File: src/rtl/mem_arbiter.sv
// mem_arbiter: shares the single-ported main memory between I-cache line fills
// and D-cache line fills / write-backs. Each grant runs a BURST_LEN-beat burst
// to an aligned line: one strobe per beat, then a wait for the registered ready.
// Optional feature macro: MEM_ARB_RR_EN selects round-robin arbitration on ties.
// When it is undefined, D has fixed priority over I and no pointer exists.
module mem_arbiter #(
    parameter int BURST_LEN = 4,
    parameter int ADDR_W    = 32,
    localparam int BEAT_W   = (BURST_LEN > 1) ? $clog2(BURST_LEN) : 1
) (
    input  logic              clk,
    input  logic              rst_n,
    // instruction cache port
    input  logic              i_req,
    input  logic [ADDR_W-1:0] i_addr,
    output logic [31:0]       i_rdata,
    output logic              i_rvalid,
    output logic              i_done,
    // data cache port
    input  logic              d_req,
    input  logic              d_we,
    input  logic [ADDR_W-1:0] d_addr,
    input  logic [31:0]       d_wdata,
    output logic [31:0]       d_rdata,
    output logic              d_rvalid,
    output logic              d_done,
    // status
    output logic [BEAT_W-1:0] beat,
    output logic              busy,
    // main memory port
    output logic              mem_read,
    output logic              mem_write,
    output logic [ADDR_W-1:0] mem_addr,
    output logic [31:0]       mem_wdata,
    input  logic [31:0]       mem_rdata,
    input  logic              mem_ready
);

    // Clearing the low bits aligns the base to a full line, so beats never
    // cross a line boundary.
    localparam logic [ADDR_W-1:0] LINE_MASK = ~ADDR_W'(BURST_LEN * 4 - 1);
    localparam logic [BEAT_W-1:0] LAST_BEAT = BEAT_W'(BURST_LEN - 1);

    typedef enum logic [1:0] {
        IDLE  = 2'd0,
        ISSUE = 2'd1,
        WAIT  = 2'd2,
        DONE  = 2'd3
    } state_t;

    state_t            state;
    logic              owner_d;   // 1 = D-cache owns the burst, 0 = I-cache
    logic              we;        // latched direction of the current burst
    logic [ADDR_W-1:0] base;      // aligned line address of the current burst
    logic [31:0]       i_rdata_q;
    logic [31:0]       d_rdata_q;

    logic              grant_any;
    logic              grant_d;
    logic              grant_we;
    logic [ADDR_W-1:0] grant_base;
    logic [ADDR_W-1:0] next_addr;
    logic              rd_beat;

`ifdef MEM_ARB_RR_EN
    // 1 = I was granted last. Resets to "D last" so I wins the first tie.
    logic rr_last_i;

    // Round-robin pointer tracks the requester granted most recently.
    always_ff @(posedge clk or negedge rst_n) begin
        if (!rst_n)
            rr_last_i <= 1'b0;
        else if (state == IDLE && grant_any)
            rr_last_i <= ~grant_d;
    end
`endif

    // Arbitration and address of the burst that would start this cycle.
    always_comb begin
        grant_any = i_req | d_req;
`ifdef MEM_ARB_RR_EN
        grant_d   = d_req & (~i_req | rr_last_i);
`else
        grant_d   = d_req;
`endif
        grant_we   = grant_d & d_we;
        grant_base = (grant_d ? d_addr : i_addr) & LINE_MASK;
        next_addr  = base + ((ADDR_W'(beat) + ADDR_W'(1)) << 2);
    end

    // Burst sequencer: strobes, address and done pulses are all registered.
    always_ff @(posedge clk or negedge rst_n) begin
        if (!rst_n) begin
            state     <= IDLE;
            owner_d   <= 1'b1;
            we        <= 1'b0;
            base      <= '0;
            beat      <= '0;
            mem_read  <= 1'b0;
            mem_write <= 1'b0;
            mem_addr  <= '0;
            i_done    <= 1'b0;
            d_done    <= 1'b0;
        end else begin
            case (state)
                IDLE: begin
                    if (grant_any) begin
                        owner_d   <= grant_d;
                        we        <= grant_we;
                        base      <= grant_base;
                        beat      <= '0;
                        mem_addr  <= grant_base;
                        mem_read  <= ~grant_we;
                        mem_write <= grant_we;
                        state     <= ISSUE;
                    end
                end
                ISSUE: begin
                    // Strobe lasts exactly this one cycle.
                    mem_read  <= 1'b0;
                    mem_write <= 1'b0;
                    state     <= WAIT;
                end
                WAIT: begin
                    // No timeout: a slow memory simply stretches the burst.
                    if (mem_ready) begin
                        if (beat == LAST_BEAT) begin
                            i_done <= ~owner_d;
                            d_done <= owner_d;
                            state  <= DONE;
                        end else begin
                            beat      <= beat + BEAT_W'(1);
                            mem_addr  <= next_addr;
                            mem_read  <= ~we;
                            mem_write <= we;
                            state     <= ISSUE;
                        end
                    end
                end
                DONE: begin
                    i_done <= 1'b0;
                    d_done <= 1'b0;
                    beat   <= '0;
                    state  <= IDLE;
                end
                default: state <= IDLE;
            endcase
        end
    end

    // Read data is forwarded straight from memory in the ready cycle.
    always_comb begin
        rd_beat   = (state == WAIT) & mem_ready & ~we;
        i_rvalid  = rd_beat & ~owner_d;
        d_rvalid  = rd_beat & owner_d;
        i_rdata   = i_rvalid ? mem_rdata : i_rdata_q;
        d_rdata   = d_rvalid ? mem_rdata : d_rdata_q;
        mem_wdata = (state == ISSUE && we) ? d_wdata : 32'h0;
        busy      = (state != IDLE);
    end

    // Hold the last delivered word on each rdata output between beats.
    always_ff @(posedge clk or negedge rst_n) begin
        if (!rst_n) begin
            i_rdata_q <= 32'h0;
            d_rdata_q <= 32'h0;
        end else begin
            if (i_rvalid) i_rdata_q <= mem_rdata;
            if (d_rvalid) d_rdata_q <= mem_rdata;
        end
    end

endmodule
File: config.mk
export PLATFORM = sky130hd
export DESIGN_NAME = mem_arbiter
export DESIGN_NICKNAME = d
export VERILOG_FILES = /design/src/rtl/mem_arbiter.sv
export SDC_FILE = /design/constraint.sdc
export NUM_CORES = 1
export LEC_CHECK = 0
export ABC_AREA = 0
export CORE_MARGIN = 3
export CORE_UTILIZATION = 40
export CTS_CLUSTER_DIAMETER = 100
export CTS_CLUSTER_SIZE = 8
export DETAILED_ROUTE_END_ITERATION = 12
export PLACE_DENSITY = 0.76
export SYNTH_ARGS = -nofsm -noshare
export SYNTH_HDL_FRONTEND = slang
export SYNTH_SLANG_ARGS = --single-unit
File: constraint.sdc
create_clock -name clk -period 6.69 [get_ports clk]
set_input_delay 1.338 -clock clk [delete_from_list [all_inputs] [get_ports clk]]
set_output_delay 1.338 -clock clk [all_outputs]
set_load 0.05 [all_outputs]
==> results of run 1 <==
-- metrics by stage --
stage / util / hold WS [ns]
finish: 0.6273 / 0.4773
detailed placement: 0.5898 / 0.4635
CTS: 0.6273 / 0.4848
floorplan: - / 0.4563
global placement: 0.5898 / 0.4675
global route: 0.6273 / 0.4987
-- worst max-delay path, delay by kind of cell --
kind | cells | cell delay, ns
buffers and inverters | 4 | 1.79
multiplexers | 1 | 0.41
AND/OR/NAND/NOR | 1 | 0.18
-- power groups by stage --
stage / clock network (mW) / logic (mW) / registers [mW]
floorplan: 0 / 1.82 / 1.74
global placement: 0 / 3.05 / 1.44
detailed placement: 0 / 3.10 / 1.47
CTS: 0.934 / 3.13 / 1.46
global route: 0.971 / 3.28 / 1.51
finish: 0.910 / 3.11 / 1.46
-- cell usage after synthesis (all sizes together) --
master,count,area [µm²]
a31oi,3,18.77
xor2,20,175.2
ha,9,112.6
o22ai,3,18.77
mux2i,30,300.3
nor4,1,21.27
nor3,19,111.4
nand2,65,244.0
conb,1,3.750
a211o,1,8.760
nand4,7,65.06
a22o,1,8.760
o32a,1,10.01
o21ai,54,270.3
clkbuf,16,90.09
a221o,1,10.01
buf,20,117.6
mux2,68,765.7
nor2,24,92.59
a21oi,23,115.1
nand3,17,97.60
dfrtp,131,3278
a21o,3,23.77
inv,7,26.27
o211ai,3,22.52
nor3b,2,20.02
xnor2,4,35.03
a32o,2,20.02
and3,38,237.7
dfstp,1,26.28
nand2b,1,6.260
and4,1,8.760
-- layout by cell type (no fill, tap or decap), types with 2 or more instances in the layout --
master	Yosys	layout
clkbuf_1	13	4
clkdlybuf4s50_1	0	258
buf_4	7	6
a21o_1	2	2
clkinvlp_4	0	2
ha_1	9	9
nand2_1	65	65
clkinv_2	0	6
xor2_1	20	20
mux2i_1	30	30
a32o_1	2	2
dfrtp_1	131	131
conb_1	1	2
nand3_1	16	16
o211ai_1	3	3
o22ai_1	3	3
nor2_1	23	23
inv_1	6	6
bufinv_16	0	3
nand4_1	5	5
xnor2_1	4	4
mux2_2	68	68
o21ai_0	47	46
nor3_1	17	17
o21ai_1	7	7
a31oi_1	3	3
clkbuf_16	0	17
a21oi_1	23	23
and3_1	38	38
-- logic make-up (layout without fill, tap and decap cells) --
family | Yosys count | count (layout) | synth area share
AOI/OAI and AO/OA | 95 | 95 | 0.08279
xor gates and xnor gates | 24 | 24 | 0.03304
adders and majority gates | 9 | 9 | 0.01770
buffers and inverters | 43 | 304 | 0.03677
DFF | 132 | 132 | 0.5194
muxes | 98 | 98 | 0.1676
other | 1 | 2 | 0.0005894
and+or+nand+nor | 175 | 175 | 0.1422
-- cell type report --
cell class | count | area, µm² | area share
clock buffers | 21 | 440.4 | 0.04568
flip-flops and latches | 132 | 3304 | 0.3427
well taps | 211 | 264.0 | 0.02738
repair buffers | 265 | 2633 | 0.2730
multi-input cells | 403 | 2839 | 0.2944
clock inverters | 11 | 135.1 | 0.01402
inverters | 7 | 26.28 | 0.002725
-- worst paths after layout --
| path | startpoint | slack, ns | to |
|---|---|---|---|
| worst max-delay path | mem_ready | 1.61 | i_rdata[0] |
| worst max register to register | state[0]$_DFFE_PN0P_ | 3.71 | mem_addr[20]$_DFFE_PN0P_ |
| max in group asynchronous | rst_n | 4.27 | d_rdata_q[12]$_DFF_PN0_ |
| worst min-delay path | mem_addr[2]$_DFFE_PN0P_ | 0.48 | mem_addr[2]$_DFFE_PN0P_ |
| min in group asynchronous | rst_n | 0.98 | i_rdata_q[11]$_DFF_PN0_ |
| worst min register to register | mem_addr[2]$_DFFE_PN0P_ | 0.48 | mem_addr[2]$_DFFE_PN0P_ |
-- routing by layer --
layer	track usage	vias up
met3	0.06489	29
met1	0.2617	2568
met4	0.07351	0
met5	0	-
met2	0.3635	222
li1	-	2525
-- sequential cells by signal, indices dropped and copies added, names as in the netlist --
signal	cells
base	28
beat	2
d_done	1
d_rdata_q	32
i_done	1
i_rdata_q	32
mem_addr	30
mem_read	1
mem_write	1
owner_d	1
state	2
we	1
==> results.cfg, run 1 <==
[global_routing]
grt_pass1_wl_um = 30040
grt_overflow_total = 0
grt_use_total = 0.2147
grt_pass1_vias = 5686
antenna_found_initial = 0
grt_max_degree = 75

[clock_network]
postCtsHoldBufs = 0
cts_sinks = 132
cts_buffers = 17
cts_setup_buffers = 0
ctsRootBufferMaster = clkbuf_16
clk_path_buf_depth = 2
cts.htree.levels = 4
clk_pin_slew_worst_paths_ns = 0.06
clk_latency_ns = 0.41
cts_tree = done
post_cts.resized_instances = 0

[pwr]
power_density_mw_per_mm2 = 568.1
pwr-share-clk = 0.166
swShare = 0.4802
finalPower_mw = 5.477
internal-power_mw = 2.847
ir_drop_v = 0.0002757
p_leak_nw = 4.218
pwr-share-seq = 0.266
p_switching_mw = 2.630
p_comb_frac = 0.568

[layout]
stdcell_count = 1050
area_growth_pct = 51.54
fin_area_mm2 = 0.009642
fillerInstances = 1187
fin_nets = 969
antennaDiodeCount = 0
drive_above_1_share = 0.1371

[sta]
fmax_ghz = 0.1968
fin_skew_ns = 0.008567
fin_crit_sh = 0.7595
finalCriticalPeriod_ns = 5.081
worst_slew_pin_slew_ns = 1.220
hold_viol_final = 0
finalSetupViolCount = 0
setup_ws_ns = 1.609
rsz0062_at_grt = false
drv_slew = 0
slew_headroom = 0.1833
tns_ns = 0

[setup_path]
cp_max_fo = 33
cp-end-kind = primary output
slowest_delay_ns = 0.74
slowest_stage = clkdlybuf4s50_1
critPathKind = in -> out
crit_top_cell = clkdlybuf4s50_1
cp_data_arrival_time_ns = 3.74
path_cells = clkdlybuf4s50_1 -> inv_1 -> nor3_4 -> buf_4 -> mux2_2 -> clkdlybuf4s50_1
required_ns = 5.35
start_kind = input port
reg2regPathDepth = 8

[drt]
drc_errors = 0
wl_met3_um = 1213
first_pass_iters = 4
routed_wl_um = 18290
wl_met2_um = 9320
wire_per_inst_um = 17.42
vias_per_cell = 5.090
top_layer_used = met4
num_vias = 5344
drtIter0Drc = 226
met1_length_um = 7508
ant_nets = 0

[hold_path]
hold_depth = 2
min_path_type = reg -> reg

[placement]
dp_slack_ns = 1.590
io_buffers = 260
place_congestion = 0.8276
dpl.hpwl_um = 13230
placed_area_mm2 = 0.009066
dpl.cell_count = 1018

[synth]
syn_area_mm2 = 0.006362
yosysSeqAreaShare = 0.5194
ys_types = 44
synthCells = 577
syn_area_per_cell_um2 = 11.03
synth-seq-cells = 132
yosys_warnings = 0

[floorplan]
dieArea_mm2 = 0.01746
dieWidth_um = 132.1
die_height_um = 132.1
pin_count = 271
start_util = 0.4139
coreArea_mm2 = 0.01537
std_cell_rows = 45

[flow_run]
drv_cap = 0

[run_status]
status = completed
Note: power is estimated with default switching activity, not from simulation.
==> inputs of run 2 (changes only) <==
==> constraint.sdc (replaced) <==
create_clock -name clk -period 4.9 [get_ports clk]
set_input_delay 0.98 -clock clk [delete_from_list [all_inputs] [get_ports clk]]
set_output_delay 0.98 -clock clk [all_outputs]
set_load 0.05 [all_outputs]
==> run 2 against run 1 <==
Net effect:
- total power up 41%
- hold slack better by 0.0049 ns
- combinational power up 47%
- critical path depth unchanged
- clock power up 31%
- register-to-register slack worse by 1.8 ns
- count of clock-buffer cells in the layout up 2
- setup slack worse by 0.57 ns
- clock skew down 0.0027 ns
- wire length down 1.1%
- highest routed layer unchanged
==> results.cfg, run 2 (synthesis results as in run 1) <==
[run_status]
status = completed

[pwr]
p_comb_frac = 0.591
ir_drop_v = 0.0004280
pwr-share-clk = 0.154
p_switching_mw = 3.661
pwr-share-seq = 0.255
power_density_mw_per_mm2 = 782.8
p_leak_nw = 4.424
swShare = 0.4728
internal-power_mw = 4.083

[setup_path]
required_ns = 3.92
path_buf_inv = 4
path_delay_family = buffers and inverters
slowest_stage = clkdlybuf4s50_1
cp_data_arrival_time_ns = 2.89
slowest_delay_ns = 0.56
cp-end-kind = primary output
path_cells = clkdlybuf4s50_1 -> inv_1 -> nor3_4 -> buf_4 -> mux2_2 -> buf_12
start_kind = input port
cp_max_fo = 33
critPathKind = in -> out

[floorplan]
std_cell_rows = 45
dieWidth_um = 132.1
dieArea_mm2 = 0.01746
pin_count = 271
coreArea_mm2 = 0.01537
die_height_um = 132.1
start_util = 0.4139

[layout]
fin_area_mm2 = 0.009893
fin_nets = 969
antennaDiodeCount = 0
drive_above_1_share = 0.2160
top_regs = d_rdata_q (32), i_rdata_q (32), mem_addr (30)
layout_common_cells = 192 x clkdlybuf4s50_1, 131 x dfrtp_1, 68 x mux2_2
layout_commonest_cell = clkdlybuf4s50_1
area_growth_pct = 55.50

[flow_run]
drv_cap = 0

[global_routing]
grt_overflow_total = 0
grt_pass1_vias = 5540
grt_pass1_wl_um = 29250
antenna_found_initial = 0
grt_use_total = 0.2085
grt_max_degree = 72

[sta]
finalSetupViolCount = 0
tns_ns = 0
rsz0062_at_grt = false
worst_slew_pin_slew_ns = 1.197
slew_headroom = 0.1993
fmax_ghz = 0.2587
fin_crit_sh = 0.7890
fin_skew_ns = 0.005876
hold_viol_final = 0
finalCriticalPeriod_ns = 3.866
drv_slew = 0

[clock_network]
clk_latency_ns = 0.41
post_cts.resized_instances = 0
cts_sinks = 132
cts_tree = done
cts.htree.levels = 4
cts_buffers = 17
postCtsHoldBufs = 0
clk_path_buf_depth = 2
clk_pin_slew_worst_paths_ns = 0.05
ctsRootBufferMaster = clkbuf_16
cts_setup_buffers = 0

[drt]
routed_wl_um = 18080
wire_per_inst_um = 17.24
drc_errors = 0
num_vias = 5328
vias_per_cell = 5.079
first_pass_iters = 4
ant_nets = 0
drtIter0Drc = 181

[placement]
dpl.hpwl_um = 13300
placed_area_mm2 = 0.009339
place_congestion = 0.8356
io_buffers = 260

[hold_path]
min_path_type = reg -> reg
## run 2: layout make-up
cell class | instances | area, µm²
Tap cell | 211 | 264.0
Fill cell | 1199 | 5478
Inverter | 7 | 26.28
Clock buffer | 23 | 478.0
Sequential cell | 132 | 3304
Multi-Input combinational cell | 403 | 2839
Clock inverter | 8 | 76.32
Timing Repair Buffer | 265 | 2905
## run 2: routing by layer
metal  track usage  share of wire  up-vias
met3       0.05992          0.067       28
li1              -              -     2528
met5             0              0        -
met4       0.07585          0.015        0
met2        0.3441           0.49      190
met1        0.2618           0.43     2582
## run 2: worst register-to-register path, cell delays in order, from the launching register on
cell,delay (ns)
dfrtp_1,0.44
inv_1,0.15
ha_1,0.45
nor3b_2,0.40
a211o_1,0.64
buf_4,0.40
nor2_1,0.10
a221o_1,0.30
## run 2: worst paths after layout
kind / start / endpoint / slack [ns] / depth (start not counted)
worst max-delay path: mem_ready / i_rdata[26] / 1.03 / 6
worst min-delay path: mem_addr[2]$_DFFE_PN0P_ / mem_addr[2]$_DFFE_PN0P_ / 0.48 / 2
worst max register to register: state[0]$_DFFE_PN0P_ / mem_addr[19]$_DFFE_PN0P_ / 1.92 / 7
worst min register to register: mem_addr[2]$_DFFE_PN0P_ / mem_addr[2]$_DFFE_PN0P_ / 0.48 / 2
max in group asynchronous: rst_n / owner_d$_DFFE_PN1P_ / 3.32 / 2
min in group asynchronous: rst_n / i_rdata_q[17]$_DFF_PN0_ / 0.66 / 1
## run 2: power groups by stage
stage	sequential (mW)	clock (mW)	combinational, mW
final	1.98	1.19	4.58
after CTS	1.98	1.22	4.60
after global routing	2.05	1.27	4.82
after global placement	1.96	0	4.52
after floorplan	2.38	0	2.49
after detailed placement	1.99	0	4.59
## run 2: per-stage QoR
step,total power [mW],hold WS [ns],std cells,setup WS [ns],util
finish,7.744,0.4822,1049,1.034,0.6436
global route,8.137,0.5079,1049,0.9643,0.6436
CTS,7.804,0.4907,1049,1.031,0.6436
detailed placement,6.579,0.4783,1018,1.032,0.6076
global placement,6.477,0.4686,1018,1.096,0.6076
floorplan,4.873,0.4563,578,1.832,-
